File: config.mk
export PLATFORM = sky130hd
export DESIGN_NAME = elevator_motion_ctrl
export DESIGN_NICKNAME = d
export VERILOG_FILES = /design/src/rtl/elevator_pkg.sv /design/src/rtl/elevator_timer.sv /design/src/rtl/elevator_motion_ctrl.sv
export SDC_FILE = /design/constraint.sdc
export NUM_CORES = 1
export LEC_CHECK = 0
export ABC_CLOCK_PERIOD_IN_PS = 5300
export CORE_MARGIN = 1.5
export CORE_UTILIZATION = 55
export CTS_CLUSTER_SIZE = 28
export DETAILED_ROUTE_END_ITERATION = 6
export PLACE_DENSITY = 0.74
export SLEW_MARGIN = 15
export SYNTH_ARGS = -nofsm -noshare
export SYNTH_HDL_FRONTEND = slang
export SYNTH_SLANG_ARGS = --single-unit
File: constraint.sdc
create_clock -name clk -period 5.3 [get_ports clk]
set_input_delay 0.53 -clock clk [delete_from_list [all_inputs] [get_ports clk]]
set_output_delay 0.53 -clock clk [all_outputs]
set_load 0.01 [all_outputs]
File: src/rtl/elevator_pkg.sv
// Shared types and defaults for the elevator motion controller and its helpers.
package elevator_pkg;

  localparam int FLOOR_W_DEF    = 2;
  localparam int NUM_FLOORS_DEF = 4;

  typedef logic [FLOOR_W_DEF-1:0] floor_t;

  typedef enum logic [2:0] {
    IDLE      = 3'd0,
    MOVE_UP   = 3'd1,
    MOVE_DOWN = 3'd2,
    DOOR      = 3'd3,
    RELEASE   = 3'd4,
    SETTLE    = 3'd5
  } state_e;

  // Width able to hold max(a,b)-1, never narrower than one bit.
  function automatic int timer_width(input int a, input int b);
    int m;
    m = (a > b) ? a : b;
    return (m <= 2) ? 1 : $clog2(m);
  endfunction

endpackage

File: src/rtl/elevator_timer.sv
// Loadable down-counter with zero flag; parks at zero until reloaded.
module elevator_timer #(
  parameter int W = 2
) (
  input  logic         clk,
  input  logic         rst_n,
  input  logic         en,
  input  logic         load,
  input  logic [W-1:0] load_val,
  output logic [W-1:0] count,
  output logic         zero
);

  logic [W-1:0] count_q;
  logic [W-1:0] count_d;

  // Load has priority over counting; the counter never wraps below zero.
  always_comb begin
    count_d = count_q;
    if (load) begin
      count_d = load_val;
    end else if (en && (count_q != {W{1'b0}})) begin
      count_d = count_q - W'(1);
    end else begin
      count_d = count_q;
    end
  end

  // Counter register.
  always_ff @(posedge clk or negedge rst_n) begin
    if (!rst_n) begin
      count_q <= {W{1'b0}};
    end else begin
      count_q <= count_d;
    end
  end

  assign count = count_q;
  assign zero  = (count_q == {W{1'b0}});

endmodule

File: src/rtl/elevator_motion_ctrl.sv
// Services the request-queue head: travels floor by floor, opens the door, pops the queue.
// Optional macro DOOR_SENSOR_EN adds doorBlocked, which holds the door open while asserted.
module elevator_motion_ctrl
  import elevator_pkg::*;
#(
  parameter int NUM_FLOORS    = NUM_FLOORS_DEF,
  parameter int FLOOR_W       = FLOOR_W_DEF,
  parameter int TRAVEL_CYCLES = 50000000,
  parameter int DOOR_CYCLES   = 100000000
) (
  input  logic               clk,
  input  logic               rst_n,
`ifdef DOOR_SENSOR_EN
  input  logic               doorBlocked,
`endif
  input  logic [FLOOR_W-1:0] Pos0,
  input  logic               Pos0_Valid,
  output logic               deletePos0,
  output logic [FLOOR_W-1:0] currentFloor,
  output logic               motorUp,
  output logic               motorDown,
  output logic               doorOpen,
  output logic               busy
);

  localparam int                 TW           = timer_width(TRAVEL_CYCLES, DOOR_CYCLES);
  localparam logic [TW-1:0]      TRAVEL_LOAD  = TW'(TRAVEL_CYCLES - 1);
  localparam logic [TW-1:0]      DOOR_LOAD    = TW'(DOOR_CYCLES - 1);
  localparam logic [31:0]        NUM_FLOORS_U = NUM_FLOORS;
  localparam logic [FLOOR_W-1:0] FLOOR_ONE    = FLOOR_W'(1);

  state_e             state_q, state_d;
  logic [FLOOR_W-1:0] target_q, target_d;
  logic [FLOOR_W-1:0] floor_q, floor_d;
  logic               motor_up_q, motor_up_d;
  logic               motor_down_q, motor_down_d;
  logic               door_open_q, door_open_d;
  logic               delete_q, delete_d;
  logic               busy_q, busy_d;

  logic               tmr_en, tmr_load, tmr_zero;
  logic [TW-1:0]      tmr_val, tmr_count;

  elevator_timer #(.W(TW)) u_timer (
    .clk      (clk),
    .rst_n    (rst_n),
    .en       (tmr_en),
    .load     (tmr_load),
    .load_val (tmr_val),
    .count    (tmr_count),
    .zero     (tmr_zero)
  );

  // Next-state logic; outputs are decoded from the next state so they register in step with it.
  always_comb begin
    state_d  = state_q;
    target_d = target_q;
    floor_d  = floor_q;
    tmr_en   = 1'b0;
    tmr_load = 1'b0;
    tmr_val  = {TW{1'b0}};
    case (state_q)
      IDLE: begin
        if (!Pos0_Valid) begin
          state_d = IDLE;
        end else if (32'(Pos0) >= NUM_FLOORS_U) begin
          state_d = RELEASE;
        end else if (Pos0 > floor_q) begin
          target_d = Pos0;
          tmr_load = 1'b1;
          tmr_val  = TRAVEL_LOAD;
          state_d  = MOVE_UP;
        end else if (Pos0 < floor_q) begin
          target_d = Pos0;
          tmr_load = 1'b1;
          tmr_val  = TRAVEL_LOAD;
          state_d  = MOVE_DOWN;
        end else begin
          target_d = Pos0;
          tmr_load = 1'b1;
          tmr_val  = DOOR_LOAD;
          state_d  = DOOR;
        end
      end
      MOVE_UP, MOVE_DOWN: begin
        tmr_en = 1'b1;
        if (tmr_zero) begin
          floor_d  = (state_q == MOVE_UP) ? (floor_q + FLOOR_ONE) : (floor_q - FLOOR_ONE);
          tmr_load = 1'b1;
          if (floor_d == target_q) begin
            tmr_val = DOOR_LOAD;
            state_d = DOOR;
          end else begin
            tmr_val = TRAVEL_LOAD;
            state_d = state_q;
          end
        end else begin
          state_d = state_q;
        end
      end
      DOOR: begin
        tmr_en = 1'b1;
`ifdef DOOR_SENSOR_EN
        if (doorBlocked) begin
          tmr_load = 1'b1;
          tmr_val  = DOOR_LOAD;
          state_d  = DOOR;
        end else if (tmr_zero) begin
          state_d = RELEASE;
        end else begin
          state_d = DOOR;
        end
`else
        if (tmr_zero) begin
          state_d = RELEASE;
        end else begin
          state_d = DOOR;
        end
`endif
      end
      RELEASE: state_d = SETTLE;
      SETTLE:  state_d = IDLE;
      default: state_d = IDLE;
    endcase

    motor_up_d   = (state_d == MOVE_UP);
    motor_down_d = (state_d == MOVE_DOWN);
    door_open_d  = (state_d == DOOR);
    delete_d     = (state_d == RELEASE);
    busy_d       = (state_d != IDLE);
  end

  // State, position and registered Moore outputs.
  always_ff @(posedge clk or negedge rst_n) begin
    if (!rst_n) begin
      state_q      <= IDLE;
      target_q     <= {FLOOR_W{1'b0}};
      floor_q      <= {FLOOR_W{1'b0}};
      motor_up_q   <= 1'b0;
      motor_down_q <= 1'b0;
      door_open_q  <= 1'b0;
      delete_q     <= 1'b0;
      busy_q       <= 1'b0;
    end else begin
      state_q      <= state_d;
      target_q     <= target_d;
      floor_q      <= floor_d;
      motor_up_q   <= motor_up_d;
      motor_down_q <= motor_down_d;
      door_open_q  <= door_open_d;
      delete_q     <= delete_d;
      busy_q       <= busy_d;
    end
  end

  assign deletePos0   = delete_q;
  assign currentFloor = floor_q;
  assign motorUp      = motor_up_q;
  assign motorDown    = motor_down_q;
  assign doorOpen     = door_open_q;
  assign busy         = busy_q;

endmodule

==> summary.md <==
| Metric | Value |
|---|---|
| Postcts setup bufs | `0` |
| WP data required | `5480 ps` |
| Post-Syn Instances | `241` |
| WL/cell | `16.2 um` |
| Synth cell types | `56` |
| Row count | `23` |
| Gr ovfl total | `0` |
| Yosys warning count | `0` |
| CTS hold repair buffers | `0` |
| Final net count | `259` |
| # DRC | `0` |
| Final setup violation count | `0` |
| Core area | `4000 um2` |
| Area grow syn2layout | `9.13%` |
| Final instance area | `roughly 2500 um2` |
| Post-Route Utilization | `0.628` |
| H-tree levels | `2` |
| Worst-margin pin slew | `853 ps` |
| Share of cells above drive strength 1 | `0.0794` |
| Max Slew Vio Count | `0` |
| Clock Latency Late Sink | `~290 ps` |
| Die ar. | `between 4000 and 5000 um2` |
| Hold Vio Cnt, Final | `0` |
| Setup TNS | `0 ps` |
| Routed Antenna Nets | `0` |
| Switching power | `112 uW` |
| Static leakage | `0.000977 uW` |
| Via count of the first global-routing pass | `approximately 1700` |
| PortBufs | `11` |
| Synthesis-stage register bit count | `39` |
| Total of fill cells in the finished design | `357` |
| Total GRT Usage | `0.247` |
| Setup Skew | `9.91 ps` |
| Diodes inserted | `0` |
| Placed inst area | `2430 um2` |
| Post-cts sizing count | `0` |
| Sequential area share after synthesis | `0.424` |
| Syn Nets | `249` |
| Crit path max fanout | `12` |
| Setup WS post-layout | `2600 ps` |
| Die Y | `67.7 um` |
| Sw frac | `0.219` |
| I/O pin count | `12` |
| Post-synthesis instance area | `2300 um2` |
| Initial drt markers | `215` |
| CTS root buffer | `clkbuf_8` |
| Arr. time, crit path | `between 2000 and 3000 ps` |
| Worst Setup Start Kind | `flop` |
| Dominant synthesized flop cell | `dfrtp_1` |
| Clk network pwr share | `0.370` |
| Final wirelength | `4900 um` |
| Area occupied by registers | `between 900 and 1000 um2` |
| Comb power frac | `0.043` |
| Unrepaired setup endpoints after global routing | `no` |
| Via count | `around 1900` |
| Placer congestion estimate | `roughly 0.86` |
| First-pass GRT wire length | `~8400 um` |
| TritonCTS clock tree | `yes` |
| Post-synth EDFFs | `0` |
| Crit path time final | `around 2700 ps` |
| Starting density of the core | `0.576` |
| Drt pass-1 iters | `4` |
| Place WS | `2640 ps` |
| Asr flop ratio synth | `1.00` |
| Drt via density | `6.15` |
| Cell Pwr Density | `205 nW/um2` |
| Clock transition at path regs | `roughly 80 ps` |
| Multi-input gate area | `1260 um2` |
| Status | `finished, final reports clean` |
| Final period utilization | `0.509` |
| Hold Crit Class | `primary input to async pin` |
| Sequential power share | `0.587` |
| Slew headroom | `0.431` |
| VDD IR max | `193 uV` |
| CP Capture Type | `flop` |
| Total clock sinks | `39` |
| Dpl hpwl | `3390 um` |
| Post-Place Cells | `294` |
| Initial antenna violation count | `0` |
| Critical path class | `flop to flop` |
| Pin count of the biggest net entering global routing | `40` |
| Fmax | `371 MHz` |
| Post-Layout Cell Count | `302` |
| Max clock buf depth | `2` |
| Die width | `67.7 um` |
| Syn Area/Cell | `around 9.6 um2` |
| CTS Buf Count | `5` |
| MaxCap Viol Count | `0` |
| Internal | `402 uW` |
## registers in the layout, indices dropped and copies added (netlist names)
name,count
deletePos0,1
state_q,3
motorUp,1
busy,1
motorDown,1
u_timer.count,27
doorOpen,1
target_q,2
currentFloor,2
## power groups by stage
stage                     Sequential (uW)  Combinational, uW  Clock, uW
after floorplan                       307               9.33          0
after global placement                307               22.3          0
after detailed placement              307               22.9          0
after CTS                             302               23.0        195
after global routing                  302               25.9        209
final                                 302               22.3        190
## cells in the mapped netlist (3+ instances only)
library cell / number / area share
and3_1: 4 / 0.011
nor3_1: 9 / 0.020
xnor2_1: 11 / 0.042
nand3_1: 7 / 0.015
nor2b_1: 3 / 0.0082
o21ai_1: 3 / 0.0065
a2bb2oi_1: 3 / 0.011
inv_1: 6 / 0.0098
nor3b_1: 3 / 0.0098
xor2_1: 8 / 0.030
nand2b_1: 5 / 0.014
a21oi_1: 8 / 0.017
nand4_1: 5 / 0.014
and2_1: 3 / 0.0082
dfrtp_1: 39 / 0.42
nand2_1: 30 / 0.049
a31oi_1: 7 / 0.019
ha_1: 3 / 0.016
nor2_1: 18 / 0.029
nor4_1: 11 / 0.030
clkbuf_1: 6 / 0.0098
a21o_1: 3 / 0.0098
o22a_1: 5 / 0.019
## cells in the final DEF (no fill, tap or decap), types with 4 or more instances in the layout
| master | n |
|---|---|
| a21oi_1 | 8 |
| a31oi_1 | 7 |
| and3_1 | 4 |
| clkbuf_8 | 5 |
| clkdlybuf4s50_1 | 10 |
| dfrtp_1 | 39 |
| inv_1 | 6 |
| nand2_1 | 30 |
| nand2b_1 | 5 |
| nand3_1 | 7 |
| nand4_1 | 5 |
| nor2_1 | 18 |
| nor3_1 | 9 |
| nor4_1 | 11 |
| o22a_1 | 5 |
| xnor2_1 | 11 |
| xor2_1 | 8 |
## worst max-delay path, cell delays in order (launching register included)
cell     delay, ps
dfrtp_1        420
or4_4          550
or2_0          420
or3_4          490
nand2_1        360
a31oi_1         80
o221a_1        260
## per-layer routing
layer	GRT usage	vias to the layer above	routed length [um]
met5	0	-	0
met4	0.0918	0	62
met3	0.0417	7	268
met2	0.365	56	2270
met1	0.360	888	2310
li1	-	907	-
## final timing paths
check,from,to,slack (ps),cells past startpoint
min reg2reg,u_timer.count[26],u_timer.count[26],510,1
max in group asynchronous,rst_n,deletePos0,4420,1
min,rst_n,u_timer.count[18],350,1
max reg2reg,u_timer.count[13],u_timer.count[17],2600,6
max,u_timer.count[13],u_timer.count[17],2600,6
min in group clk,u_timer.count[26],u_timer.count[26],510,1
## cell families (layout without fill, tap and decap cells)
family          after synthesis  after routing  synth area share
fa+ha+maj                     3              3            0.0163
simple gates                116            116             0.291
mux                           3              3            0.0141
flops                        39             39             0.424
compound gates               46             46             0.153
xor+xnor                     19             19            0.0723
buf+inv                      15             26            0.0299
## per-stage QoR
stage,hold slack (ps),total power (uW)
floorplan,234,317
global placement,488,330
detailed placement,500,330
CTS,387,520
global route,424,537
finish,351,514
## area by class of cell
cell class	count	share of cell area
Clock buffer	7	0.0304
Sequential cell	39	0.388
Tap cell	50	0.0249
Inverter	6	0.00896
Multi-Input combinational cell	187	0.500
Timing Repair Buffer	12	0.0448
Clock inverter	1	0.00199
No activity file was read; power rests on OpenSTA's default activity.
